## config.mk

```make
export PLATFORM = sky130hd
export DESIGN_NAME = bcd_display_scan_flat
export DESIGN_NICKNAME = d
export VERILOG_FILES = /design/src/rtl/bcd_pkg.sv /design/src/rtl/bcd_display_scan_if.sv /design/src/rtl/bcd_to_seg.sv /design/src/rtl/bcd_display_scan.sv /design/src/flat_wrapper.sv
export SDC_FILE = /design/constraint.sdc
export NUM_CORES = 1
export LEC_CHECK = 0
export BUFFER_PORTS_ARGS = -buffer_cell sky130_fd_sc_hd__buf_2
export CAP_MARGIN = 20
export CELL_PAD_IN_SITES_DETAIL_PLACEMENT = 1
export CELL_PAD_IN_SITES_GLOBAL_PLACEMENT = 1
export CORE_ASPECT_RATIO = 1.75
export CORE_MARGIN = 10
export CORE_UTILIZATION = 43
export CTS_CLUSTER_SIZE = 16
export DETAILED_ROUTE_END_ITERATION = 6
export GPL_TIMING_DRIVEN = 0
export PLACE_DENSITY = 0.8
export SLEW_MARGIN = 10
export SYNTH_ARGS = -nofsm -noshare
export SYNTH_HDL_FRONTEND = slang
export SYNTH_SLANG_ARGS = --single-unit
export TNS_END_PERCENT = 30
```

## constraint.sdc

```tcl
create_clock -name clock -period 4.4 [get_ports clock]
set_clock_uncertainty 0.15 [all_clocks]
set_input_delay 0.88 -clock clock [delete_from_list [all_inputs] [get_ports clock]]
set_output_delay 0.88 -clock clock [all_outputs]
set_load 0.01 [all_outputs]
```

## src/rtl/bcd_pkg.sv

```systemverilog
// Shared seven-segment glyph constants for the BCD display path.
// All patterns are active-low and ordered {g,f,e,d,c,b,a}.
package bcd_pkg;

  localparam logic [6:0] SEG_0     = 7'b1000000;
  localparam logic [6:0] SEG_1     = 7'b1111001;
  localparam logic [6:0] SEG_2     = 7'b0100100;
  localparam logic [6:0] SEG_3     = 7'b0110000;
  localparam logic [6:0] SEG_4     = 7'b0011001;
  localparam logic [6:0] SEG_5     = 7'b0010010;
  localparam logic [6:0] SEG_6     = 7'b0000010;
  localparam logic [6:0] SEG_7     = 7'b1111000;
  localparam logic [6:0] SEG_8     = 7'b0000000;
  localparam logic [6:0] SEG_9     = 7'b0010000;
  localparam logic [6:0] SEG_DASH  = 7'b0111111;
  localparam logic [6:0] SEG_BLANK = 7'h7F;

endpackage

```

## src/rtl/bcd_display_scan_if.sv

```systemverilog
// Bundle of digit inputs and display-pin outputs for the scanned display.
// The producer side (counter cascade / bench) uses master; the scanner uses slave.
interface bcd_display_scan_if #(
  parameter int NUM_DIGITS = 4
);

  logic [4*NUM_DIGITS-1:0] bcd_in;
  logic [NUM_DIGITS-1:0]   dp_in;
  logic                    blank;
  logic [NUM_DIGITS-1:0]   an_n;
  logic [6:0]              seg_n;
  logic                    dp_n;
  logic                    frame_start;

  modport master (
    output bcd_in, dp_in, blank,
    input  an_n, seg_n, dp_n, frame_start
  );

  modport slave (
    input  bcd_in, dp_in, blank,
    output an_n, seg_n, dp_n, frame_start
  );

endinterface

```

## src/rtl/bcd_to_seg.sv

```systemverilog
// Combinational BCD digit to active-low seven-segment decoder.
// Codes 10-15 are not valid BCD and are shown as a dash so a fault is visible.
module bcd_to_seg
  import bcd_pkg::*;
(
  input  logic [3:0] digit,
  output logic [6:0] seg_n
);

  // Look up the glyph for the incoming digit
  always_comb begin
    seg_n = SEG_DASH;
    case (digit)
      4'd0:    seg_n = SEG_0;
      4'd1:    seg_n = SEG_1;
      4'd2:    seg_n = SEG_2;
      4'd3:    seg_n = SEG_3;
      4'd4:    seg_n = SEG_4;
      4'd5:    seg_n = SEG_5;
      4'd6:    seg_n = SEG_6;
      4'd7:    seg_n = SEG_7;
      4'd8:    seg_n = SEG_8;
      4'd9:    seg_n = SEG_9;
      default: seg_n = SEG_DASH;
    endcase
  end

endmodule

```

## src/rtl/bcd_display_scan.sv

```systemverilog
// Time-multiplexed common-anode display driver for a chain of BCD digits.
// A prescaler paces the scan; the whole digit set is captured once per frame
// so a frame never mixes old and new counter values.
module bcd_display_scan
  import bcd_pkg::*;
#(
  parameter int NUM_DIGITS  = 4,
  parameter int REFRESH_DIV = 50000,
  parameter bit LZ_BLANK    = 1'b1
) (
  input  logic               clock,
  input  logic               reset,
  bcd_display_scan_if.slave  bus
);

  localparam int PW = (REFRESH_DIV > 1) ? $clog2(REFRESH_DIV) : 1;
  localparam int IW = (NUM_DIGITS > 1) ? $clog2(NUM_DIGITS) : 1;
  localparam logic [PW-1:0] PRE_LAST = PW'(REFRESH_DIV - 1);
  localparam logic [IW-1:0] IDX_LAST = IW'(NUM_DIGITS - 1);

  logic [PW-1:0]           prescaler;
  logic [IW-1:0]           idx;
  logic [IW-1:0]           next_idx;
  logic                    active;
  logic [4*NUM_DIGITS-1:0] snap_bcd;
  logic [4*NUM_DIGITS-1:0] next_bcd;
  logic [NUM_DIGITS-1:0]   snap_dp;
  logic [NUM_DIGITS-1:0]   next_dp;
  logic                    tick;
  logic                    wrap;
  logic [3:0]              cur_digit;
  logic [6:0]              decoded;
  logic [NUM_DIGITS-1:0]   lead_zero;
  logic                    lz_hide;
  logic [NUM_DIGITS-1:0]   an_next;
  logic [NUM_DIGITS-1:0]   an_q;
  logic [6:0]              seg_q;
  logic                    dp_q;
  logic                    frame_q;

  // Next scan position and the digit set it will show; a wrap captures fresh inputs
  always_comb begin
    tick      = (prescaler == PRE_LAST);
    wrap      = tick && (idx == IDX_LAST);
    next_idx  = idx;
    if (tick) begin
      next_idx = wrap ? '0 : idx + 1'b1;
    end
    next_bcd  = wrap ? bus.bcd_in : snap_bcd;
    next_dp   = wrap ? bus.dp_in  : snap_dp;
    cur_digit = next_bcd[{next_idx, 2'b00} +: 4];
    an_next   = ~(NUM_DIGITS'(1) << next_idx);
  end

  // A digit is a leading zero when it and every higher digit are zero; digit 0 always shows
  always_comb begin
    lead_zero = '0;
    lead_zero[NUM_DIGITS-1] = (next_bcd[4*NUM_DIGITS-1 -: 4] == 4'd0);
    for (int i = NUM_DIGITS - 2; i >= 0; i--) begin
      lead_zero[i] = lead_zero[i+1] && (next_bcd[4*i +: 4] == 4'd0);
    end
    lz_hide = LZ_BLANK && (next_idx != '0) && lead_zero[next_idx];
  end

  bcd_to_seg u_decode (
    .digit (cur_digit),
    .seg_n (decoded)
  );

  // Scan state and registered display pins; anodes follow blank every cycle, glyphs change on ticks
  always_ff @(posedge clock) begin
    if (reset) begin
      prescaler <= '0;
      idx       <= IDX_LAST;
      active    <= 1'b0;
      snap_bcd  <= '0;
      snap_dp   <= '0;
      an_q      <= '1;
      seg_q     <= SEG_BLANK;
      dp_q      <= 1'b1;
      frame_q   <= 1'b0;
    end else begin
      prescaler <= tick ? '0 : prescaler + 1'b1;
      idx       <= next_idx;
      snap_bcd  <= next_bcd;
      snap_dp   <= next_dp;
      if (tick) begin
        active <= 1'b1;
        seg_q  <= lz_hide ? SEG_BLANK : decoded;
        dp_q   <= ~next_dp[next_idx];
      end
      an_q    <= (bus.blank || !(active || tick)) ? '1 : an_next;
      frame_q <= tick && (next_idx == '0);
    end
  end

  assign bus.an_n        = an_q;
  assign bus.seg_n       = seg_q;
  assign bus.dp_n        = dp_q;
  assign bus.frame_start = frame_q;

endmodule
```

## src/flat_wrapper.sv

```systemverilog
// flat-port wrapper written by rule: the top's interface ports become plain ports
module bcd_display_scan_flat import bcd_pkg::*;
#(
  parameter int NUM_DIGITS  = 4,
  parameter int REFRESH_DIV = 50000,
  parameter bit LZ_BLANK    = 1'b1
)
  (clock, reset, bus_bcd_in, bus_dp_in, bus_blank, bus_an_n, bus_seg_n, bus_dp_n, bus_frame_start);
  bcd_display_scan_if #(.NUM_DIGITS(NUM_DIGITS)) bus_i ();
  input  logic clock;
  input  logic reset;
  input wire logic [$bits(bus_i.bcd_in)-1:0] bus_bcd_in;
  input wire logic [$bits(bus_i.dp_in)-1:0] bus_dp_in;
  input wire logic [$bits(bus_i.blank)-1:0] bus_blank;
  output wire logic [$bits(bus_i.an_n)-1:0] bus_an_n;
  output wire logic [$bits(bus_i.seg_n)-1:0] bus_seg_n;
  output wire logic [$bits(bus_i.dp_n)-1:0] bus_dp_n;
  output wire logic [$bits(bus_i.frame_start)-1:0] bus_frame_start;
  assign bus_i.bcd_in = bus_bcd_in;
  assign bus_i.dp_in = bus_dp_in;
  assign bus_i.blank = bus_blank;
  assign bus_an_n = bus_i.an_n;
  assign bus_seg_n = bus_i.seg_n;
  assign bus_dp_n = bus_i.dp_n;
  assign bus_frame_start = bus_i.frame_start;
  bcd_display_scan #(.NUM_DIGITS(NUM_DIGITS), .REFRESH_DIV(REFRESH_DIV), .LZ_BLANK(LZ_BLANK)) u_core (.clock(clock), .reset(reset), .bus(bus_i));
endmodule
```

==> results.ini, run 1 <==
[place]
placed_area_um2 = 2880
hpwlAfterDp_um = 5440
place_ws_ns = 0.586
dp.cells = 403
port-buffer-count = 35
gp_congestion = 0.855

[clock_tree]
tritoncts = built
clock_path_buffers = 2
cts.sink_count = 52
cts_root_buffer = clkbuf_8
path_clk_slew_ns = 0.10
cts_made_buffers = 5
clock_latency_ns = 0.31
postCtsSetupRepairBufs = 0
cts_resized = 0
hold_buffers = 0
cts.htree.levels = 2

[route]
drc_errors = 0
finalWirelength_um = 6960
wl_per_cell_um = 16.9
dr.pass1.iters = 4
drt_iter0_drc = 105
drtAntennaViolNets = 0
vias_per_cell = 5.46
via_count = 2245

[global_routing]
grt_overflow_total = 0
grt_pass1_vias = 2413
grt_first_pass_wirelength_um = 11600
grt_use_total_pct = 14.9
antenna_found_initial = 0
grt_max_degree = 17

[pwr]
ir_drop_mv = 0.208
clock_power_share_pct = 47.2
power.net_switching_mw = 0.182
total_power_mw = 0.951
intPower_mw = 0.769
combPwrFrac_pct = 2.9
power.density_nw_per_um2 = 313
seqPwrFrac_pct = 49.9
leakage_nw = 1.21
switching_share_pct = 19.2

[sta]
final-hold-violation-count = 0
period_share_pct = 88.9
finalCriticalPeriod_ns = 3.91
holdWs_ns = 0.302
tns_ns = 0
rsz0062_at_grt = false
slew_headroom_pct = 46.4
finalMaxSlewViolations = 0
tightest_slew_ns = 0.798
setup_slack_ns = 0.488
finalSetupViolCount = 0
fmax_ghz = 0.256

[worst_setup_path]
worst-setup-path-type = flip-flop to flip-flop
worst-path-max-fanout = 10
regToRegSetupSlack_ns = 0.49
crit_slowest_cell = dfxtp_1
crit_chain = ha_1 -> clkbuf_1 -> nand4_1 -> or4_1 -> buf_2 -> buf_6 -> mux2i_1 -> a21oi_1 -> nor3_4 -> inv_1 -> ha_1 -> o21ai_1 -> nor4b_1 -> nor3_1
crit_top_cell = ha_1
slowest_delay_ns = 0.52
crit_path_end_kind = flip-flop
timing.rr.end = u_core.bus.seg_n[5]$_SDFFE_PP1N_
arrival_ns = 3.96
critPathLaunchType = flip-flop
critPathRequiredTime_ns = 4.45
r2r_cells = 14
regToRegStartpoint = u_core.idx[1]$_SDFF_PP1_

[yosys]
netlist.area_leader.share_pct = 39.9
yosys.area_share.xor_xnor_pct = 3.36
synth_seq_cells = 52
seq_area_frac_synth_pct = 39.9
synth_flop_cell = dfxtp_1
syn_nets = 320
netlist_top_cells_area = dfxtp_1 40%, mux2i_1 7.3%, nor2_1 5.5%
synthSimpleGateAreaFrac_pct = 27.2
synth.most_common_cell = dfxtp_1
syn_area_per_cell_um2 = 8.99
yosys-top-cells-count = 52 x dfxtp_1, 38 x nor2_1, 31 x nand2_1
synth_cells = 290
synth_top_family_by_area = simple AND/OR/NAND/NOR gates
synthesis.area_um2 = 2610
yosysTopAreaCell = dfxtp_1
synth.mux.area_fraction_pct = 10.3
synth_cell_types = 51
synth_compound_area_share_pct = 12.2
synth_edf_count = 0
synth_async_sr_flop_share_pct = 0
synth_fa_ha_area_share_pct = 3.36
ys_warn_count = 0

[floorplanning]
start_util_pct = 44.3
die-area_um2 = 9700
die_x_um = 78.9
core_area_um2 = 5880
pin_count = 36
die_y_um = 123
rows = 37

[worst_hold_path]
min_from = u_core.prescaler[0]$_SDFF_PP0_
hp-class = flip-flop to flip-flop
hold_path_end = u_core.prescaler[0]$_SDFF_PP0_
hold_depth = 1

[final_layout]
area_delta_synth_final_pct = 16.6
fin_util_pct = 51.7
layout-drive-gt1-share_pct = 20.7
fin_area_um2 = 3040
final_net_count = 362
final_cells = 411
num_antenna_cells = 0

[outcome]
status = completed

[run]
maxCapViolCount = 0

[how the worst max path moves through the flow]
stage,from,endpoint,depth (start not counted)
final,u_core.idx[1]$_SDFF_PP1_,u_core.bus.seg_n[5]$_SDFFE_PP1N_,14
after global routing,u_core.idx[1]$_SDFF_PP1_,u_core.bus.seg_n[5]$_SDFFE_PP1N_,14
after CTS,u_core.idx[1]$_SDFF_PP1_,u_core.bus.seg_n[5]$_SDFFE_PP1N_,14
after detailed placement,u_core.idx[1]$_SDFF_PP1_,u_core.bus.seg_n[5]$_SDFFE_PP1N_,14
after global placement,u_core.idx[1]$_SDFF_PP1_,u_core.bus.seg_n[5]$_SDFFE_PP1N_,14
after floorplan,u_core.prescaler[11]$_SDFF_PP0_,u_core.bus.seg_n[1]$_SDFFE_PP1N_,11
[state kept, by name (all words and copies together) (netlist names)]
signal,flops
u_core.prescaler,16
u_core.bus.frame_start,1
u_core.snap_dp,4
u_core.bus.dp_n,1
u_core.bus.seg_n,7
u_core.active,1
u_core.idx,2
u_core.snap_bcd,16
u_core.bus.an_n,4
[power by group through the flow]
| stage | logic, mW | registers, mW | clock network, mW |
|---|---|---|---|
| floorplan | 0.0117 | 0.485 | 0 |
| global placement | 0.0275 | 0.485 | 0 |
| detailed placement | 0.0281 | 0.485 | 0 |
| CTS | 0.0286 | 0.474 | 0.454 |
| global route | 0.0317 | 0.475 | 0.472 |
| finish | 0.0278 | 0.474 | 0.449 |
[routing by layer]
| metal | global-route usage [%] | up-vias | routed length [um] |
|---|---|---|---|
| met5 | 0 | - | 0 |
| met4 | 6.87 | 0 | 247 |
| met3 | 3.56 | 16 | 287 |
| met2 | 29.6 | 41 | 3930 |
| met1 | 13.5 | 1090 | 2500 |
| li1 | - | 1098 | - |
[logic make-up (layout without fill, tap and decap cells)]
group,after synthesis,count (layout)
simple gates,130,130
buf+inv,20,63
flops,52,52
xor+xnor,10,10
compound gates,47,47
mux,24,24
fa+ha+maj,7,7
[critical path, delay by kind of cell (launching register included)]
kind                       cells  cell delay [ns]
and+or+nand+nor                5             1.29
buffers and inverters          4             0.87
AOI/OAI and AO/OA              2             0.24
muxes                          1             0.29
adders and majority gates      2             0.43
DFF                            1             0.52
[cells in the final DEF (no fill, tap or decap), types with 6 or more instances in the layout]
cell type / count
or4_1: 6
o21ai_0: 10
buf_2: 38
dfxtp_1: 52
mux2i_1: 19
or3_1: 6
xor2_1: 6
a21oi_1: 16
ha_1: 7
clkbuf_1: 8
nand2_1: 31
nand3_1: 8
nor2_1: 38
[final cells by class]
type	instances	area [um^2]
fillers	725	2840
multi-input cells	218	1470
flip-flops and latches	52	1040
repair buffers	35	175
well taps	78	97.6
clock inverters	3	90.1
plain buffers	16	78.8
clock buffers	5	68.8
inverters	4	15.0
No activity file was read; power rests on OpenSTA's default activity.
==> run 2: changes to the inputs <==
--- a/config.mk
+++ b/config.mk
@@ -15,7 +15,7 @@
 export CTS_CLUSTER_SIZE = 16
 export DETAILED_ROUTE_END_ITERATION = 6
 export GPL_TIMING_DRIVEN = 0
-export PLACE_DENSITY = 0.8
+export PLACE_DENSITY = 0.77
 export SLEW_MARGIN = 10
 export SYNTH_ARGS = -nofsm -noshare
 export SYNTH_HDL_FRONTEND = slang
==> results.ini, run 2 (synthesis gave the netlist of run 1 again) <==
[global_routing]
grt_use_total_pct = 14.8
grt_first_pass_wirelength_um = 11400
use_met2_pct = 29.2
use_met3_pct = 2.76
antenna_found_initial = 0
grt_use_met1_pct = 14.1
grt_max_degree = 16
grt_pass1_vias = 2354
busiest_layer = met2
grt_overflow_total = 0

[clock_tree]
cts_resized = 0
cts.htree.levels = 2
clock_path_buffers = 2
tritoncts = built
hold_buffers = 0
cts.sink_count = 52
clock_latency_ns = 0.31
path_clk_slew_ns = 0.09
cts_made_buffers = 5
postCtsSetupRepairBufs = 0
cts_root_buffer = clkbuf_8

[sta]
final-hold-violation-count = 0
holdWs_ns = 0.306
setup_slack_ns = 0.559
rsz0062_at_grt = false
period_share_pct = 87.3
tns_ns = 0
finalCriticalPeriod_ns = 3.84
fmax_ghz = 0.260
slew_headroom_pct = 49.4
finalSetupViolCount = 0
tightest_slew_ns = 0.753
finalMaxSlewViolations = 0

[floorplanning]
die_y_um = 123
core_area_um2 = 5880
die-area_um2 = 9700
die_x_um = 78.9
rows = 37
start_util_pct = 44.3
pin_count = 36

[route]
drtAntennaViolNets = 0
wl_per_cell_um = 16.9
drc_errors = 0
finalWirelength_um = 6940
vias_per_cell = 5.39
drt_iter0_drc = 141
dr.pass1.iters = 4
via_count = 2215

[worst_setup_path]
critPathLaunchType = flip-flop
crit_top_cell = ha_1
cp-startpoint = u_core.idx[1]$_SDFF_PP1_
regToRegStartpoint = u_core.idx[1]$_SDFF_PP1_
worst-setup-path-type = flip-flop to flip-flop
critPathRequiredTime_ns = 4.45
slowest_delay_ns = 0.53
crit_path_end_kind = flip-flop
arrival_ns = 3.89
worst-path-max-fanout = 10
crit_chain = ha_1 -> clkbuf_1 -> nand4_1 -> or4_1 -> buf_2 -> buf_6 -> mux2i_1 -> a21oi_1 -> nor3_4 -> inv_1 -> ha_1 -> o21ai_1 -> nor4b_1 -> nor3_1
crit_slowest_cell = dfxtp_1

[final_layout]
fin_util_pct = 50.8
area_delta_synth_final_pct = 14.6
fillers = 725
num_antenna_cells = 0
layout-drive-gt1-share_pct = 20.4
final_cell_mix = 52 x dfxtp_1, 38 x buf_2, 38 x nor2_1, 31 x nand2_1, 19 x mux2i_1
final_net_count = 362
final_common_cell = dfxtp_1

[place]
port-buffer-count = 35
hpwlAfterDp_um = 5430
gp_congestion = 0.846
place_ws_ns = 0.593

[run]
maxCapViolCount = 0

[pwr]
total_power_mw = 0.834
leakage_nw = 1.18
power.density_nw_per_um2 = 279
ir_drop_mv = 0.278

[outcome]
status = completed

[worst_hold_path]
min_from = u_core.prescaler[0]$_SDFF_PP0_
hp-class = flip-flop to flip-flop

[run 2: changes by cell type in the layout (fill, tap and decap cells not counted), sizes merged]
cell    previous run  this run
bufinv             3         1
clkbuf            13        14
clkinv             0         1
[run 2: metal layers]
layer / vias up / part of all wire, %
met2: 32 / 56
met3: 13 / 3.0
met1: 1070 / 38
li1: 1100 / -
met5: - / 0
met4: 0 / 3.2
[run 2: cell type report]
type                    count  area (um^2)  area share, %
repair buffers             35          175           5.87
inverters                   4         15.0          0.503
plain buffers              16         78.8           2.64
flip-flops and latches     52         1040           34.9
multi-input cells         218         1470           49.3
well taps                  78         97.6           3.27
clock inverters             2         35.0           1.17
clock buffers               6         72.6           2.43
[run 2: power breakdown]
part           internal (mW)  total, mW  leakage, nW  switching [mW]
Sequential             0.473      0.474        0.420         0.00186
Combinational         0.0118     0.0280        0.708          0.0162
Clock                  0.169      0.332       0.0552           0.163
[run 2: path summary, 6_finish.rpt]
path,end,slack (ns),depth (start not counted)
max,u_core.bus.seg_n[5]$_SDFFE_PP1N_,0.56,14
min,u_core.prescaler[0]$_SDFF_PP0_,0.31,1
max reg2reg,u_core.bus.seg_n[5]$_SDFFE_PP1N_,0.56,14
min reg2reg,u_core.prescaler[0]$_SDFF_PP0_,0.31,1
[run 2: through the flow]
| step | cells | cell area [um^2] |
|---|---|---|
| 2_1_floorplan | 290 | 2610 |
| 3_3_place_gp | 403 | 2880 |
| 3_5_place_dp | 403 | 2880 |
| 4_1_cts | 411 | 2990 |
| 5_1_grt | 411 | 2990 |
| 6_report | 411 | 2990 |
[run 2: worst max-delay path, delay by kind of cell (launching register included)]
kind / cells / cell delay, ns
adder cells (fa/ha/maj): 2 / 0.42
multiplexers: 1 / 0.33
buffers and inverters: 4 / 0.83
flip-flops: 1 / 0.53
AND/OR/NAND/NOR: 5 / 1.24
AO/OA/AOI/OAI: 2 / 0.23
==> run 3: changes to the inputs <==
--- a/config.mk
+++ b/config.mk
@@ -11,11 +11,11 @@
 export CELL_PAD_IN_SITES_GLOBAL_PLACEMENT = 1
 export CORE_ASPECT_RATIO = 1.75
 export CORE_MARGIN = 10
-export CORE_UTILIZATION = 43
+export CORE_UTILIZATION = 30
 export CTS_CLUSTER_SIZE = 16
 export DETAILED_ROUTE_END_ITERATION = 6
 export GPL_TIMING_DRIVEN = 0
-export PLACE_DENSITY = 0.77
+export PLACE_DENSITY = 0.56
 export SLEW_MARGIN = 10
 export SYNTH_ARGS = -nofsm -noshare
 export SYNTH_HDL_FRONTEND = slang
==> results.ini, run 3 (synthesis gave the netlist of run 1 again) <==
[floorplanning]
die_y_um = 143
pin_count = 36
die_x_um = 90.5
rows = 45
core_area_um2 = 8560
die-area_um2 = 13000
start_util_pct = 30.5

[sta]
tightest_slew_ns = 0.718
finalCriticalPeriod_ns = 3.87
tns_ns = 0
finalSetupViolCount = 0
final-hold-violation-count = 0
period_share_pct = 88.0
fmax_ghz = 0.258
slew_headroom_pct = 51.8
rsz0062_at_grt = false
finalMaxSlewViolations = 0

[final_layout]
final_net_count = 362
area_delta_synth_final_pct = 18.2
final_cells = 449
final_cell_mix = 52 x dfxtp_1, 38 x buf_2, 38 x nor2_1, 31 x nand2_1, 19 x mux2i_1
final_common_cell = dfxtp_1
layout-drive-gt1-share_pct = 20.5
num_antenna_cells = 0

[clock_tree]
cts.htree.levels = 2
path_clk_slew_ns = 0.07
clock_latency_ns = 0.29
cts_root_buffer = clkbuf_16
postCtsSetupRepairBufs = 0
tritoncts = built
cts_made_buffers = 5
cts_resized = 0
cts.sink_count = 52
clock_path_buffers = 2
hold_buffers = 0

[global_routing]
grt_max_degree = 15
grt_pass1_vias = 2327
grt_use_total_pct = 11.3
grt_first_pass_wirelength_um = 11800
grt_overflow_total = 0
antenna_found_initial = 0

[route]
vias_per_cell = 4.84
dr.pass1.iters = 4
drtAntennaViolNets = 0
drt_iter0_drc = 48
via_count = 2173
wl_per_cell_um = 15.9
finalWirelength_um = 7150
drc_errors = 0

[place]
gp_congestion = 0.811
port-buffer-count = 35
dp.cells = 442
hpwlAfterDp_um = 5640

[worst_setup_path]
r2r_cells = 10
critPathRequiredTime_ns = 4.42
timing.rr.end = u_core.bus.seg_n[5]$_SDFFE_PP1N_
regToRegSetupSlack_ns = 0.53
arrival_ns = 3.90
worst-setup-path-type = flip-flop to flip-flop
regToRegStartpoint = u_core.prescaler[6]$_SDFF_PP0_
cp-startpoint = u_core.prescaler[6]$_SDFF_PP0_
crit_path_end = u_core.bus.seg_n[5]$_SDFFE_PP1N_
critPathLaunchType = flip-flop
crit_path_end_kind = flip-flop
worst-path-max-fanout = 6

[pwr]
ir_drop_mv = 0.154
power.density_nw_per_um2 = 297
leakage_nw = 1.20

[run]
maxCapViolCount = 0

[outcome]
status = completed

[worst_hold_path]
hp-class = flip-flop to flip-flop

## run 3: worst min path at each step
stage / from / depth (start not counted) / to / slack [ns]
floorplan: u_core.prescaler[0]$_SDFF_PP0_ / 1 / u_core.prescaler[0]$_SDFF_PP0_ / 0.26
global placement: u_core.prescaler[0]$_SDFF_PP0_ / 1 / u_core.prescaler[0]$_SDFF_PP0_ / 0.27
detailed placement: u_core.prescaler[0]$_SDFF_PP0_ / 1 / u_core.prescaler[0]$_SDFF_PP0_ / 0.30
CTS: u_core.prescaler[0]$_SDFF_PP0_ / 1 / u_core.prescaler[0]$_SDFF_PP0_ / 0.31
global route: u_core.snap_dp[1]$_SDFF_PP0_ / 2 / u_core.snap_dp[1]$_SDFF_PP0_ / 0.33
finish: u_core.prescaler[0]$_SDFF_PP0_ / 1 / u_core.prescaler[0]$_SDFF_PP0_ / 0.30
## run 3: worst max-delay path: stages, from the launching register on
cell,delay (ns)
dfxtp_1,0.42
or4b_4,0.53
nor4_2,0.69
mux2i_1,0.67
nor2_1,0.19
nor3_4,0.31
inv_1,0.11
ha_1,0.21
o21ai_1,0.11
nor4b_1,0.29
nor3_1,0.08
## run 3: per-stage QoR
step | instance area (um^2) | power (mW) | worst slack, ns | utilization (%) | hold WS [ns]
final | 3080 | 0.914 | 0.527 | 36.0 | 0.303
after global routing | 3080 | 0.952 | 0.317 | 36.0 | 0.335
after CTS | 3080 | 0.932 | 0.474 | 36.0 | 0.313
after detailed placement | 2930 | 0.514 | 0.502 | 34.2 | 0.302
after global placement | 2930 | 0.514 | 0.523 | 34.2 | 0.273
after floorplan | 2610 | 0.497 | 1.22 | - | 0.263
## run 3: area by class of cell
| cell class | count | area, um^2 |
|---|---|---|
| flip-flops and latches | 52 | 1040 |
| repair buffers | 35 | 175 |
| clock buffers | 7 | 153 |
| inverters | 4 | 15.0 |
| plain buffers | 16 | 78.8 |
| well taps | 117 | 146 |
| multi-input cells | 218 | 1470 |
| fillers | 1049 | 5480 |
## run 3: layer usage
layer | vias up | global-route usage, % | routed length (um) | share of wire, %
met5 | - | 0 | 0 | 0
li1 | 1098 | - | - | -
met4 | 0 | 6.06 | 238 | 3.3
met2 | 38 | 21.1 | 3800 | 53
met1 | 1024 | 11.5 | 2830 | 40
met3 | 13 | 2.56 | 281 | 3.9
## run 3: report_power, final
group	leakage, nW	total, mW	internal (mW)	switching [mW]
clock	0.0760	0.411	0.239	0.172
sequential	0.420	0.475	0.473	0.00180
combinational	0.708	0.0282	0.0117	0.0165
total	1.20	0.914	0.724	0.190
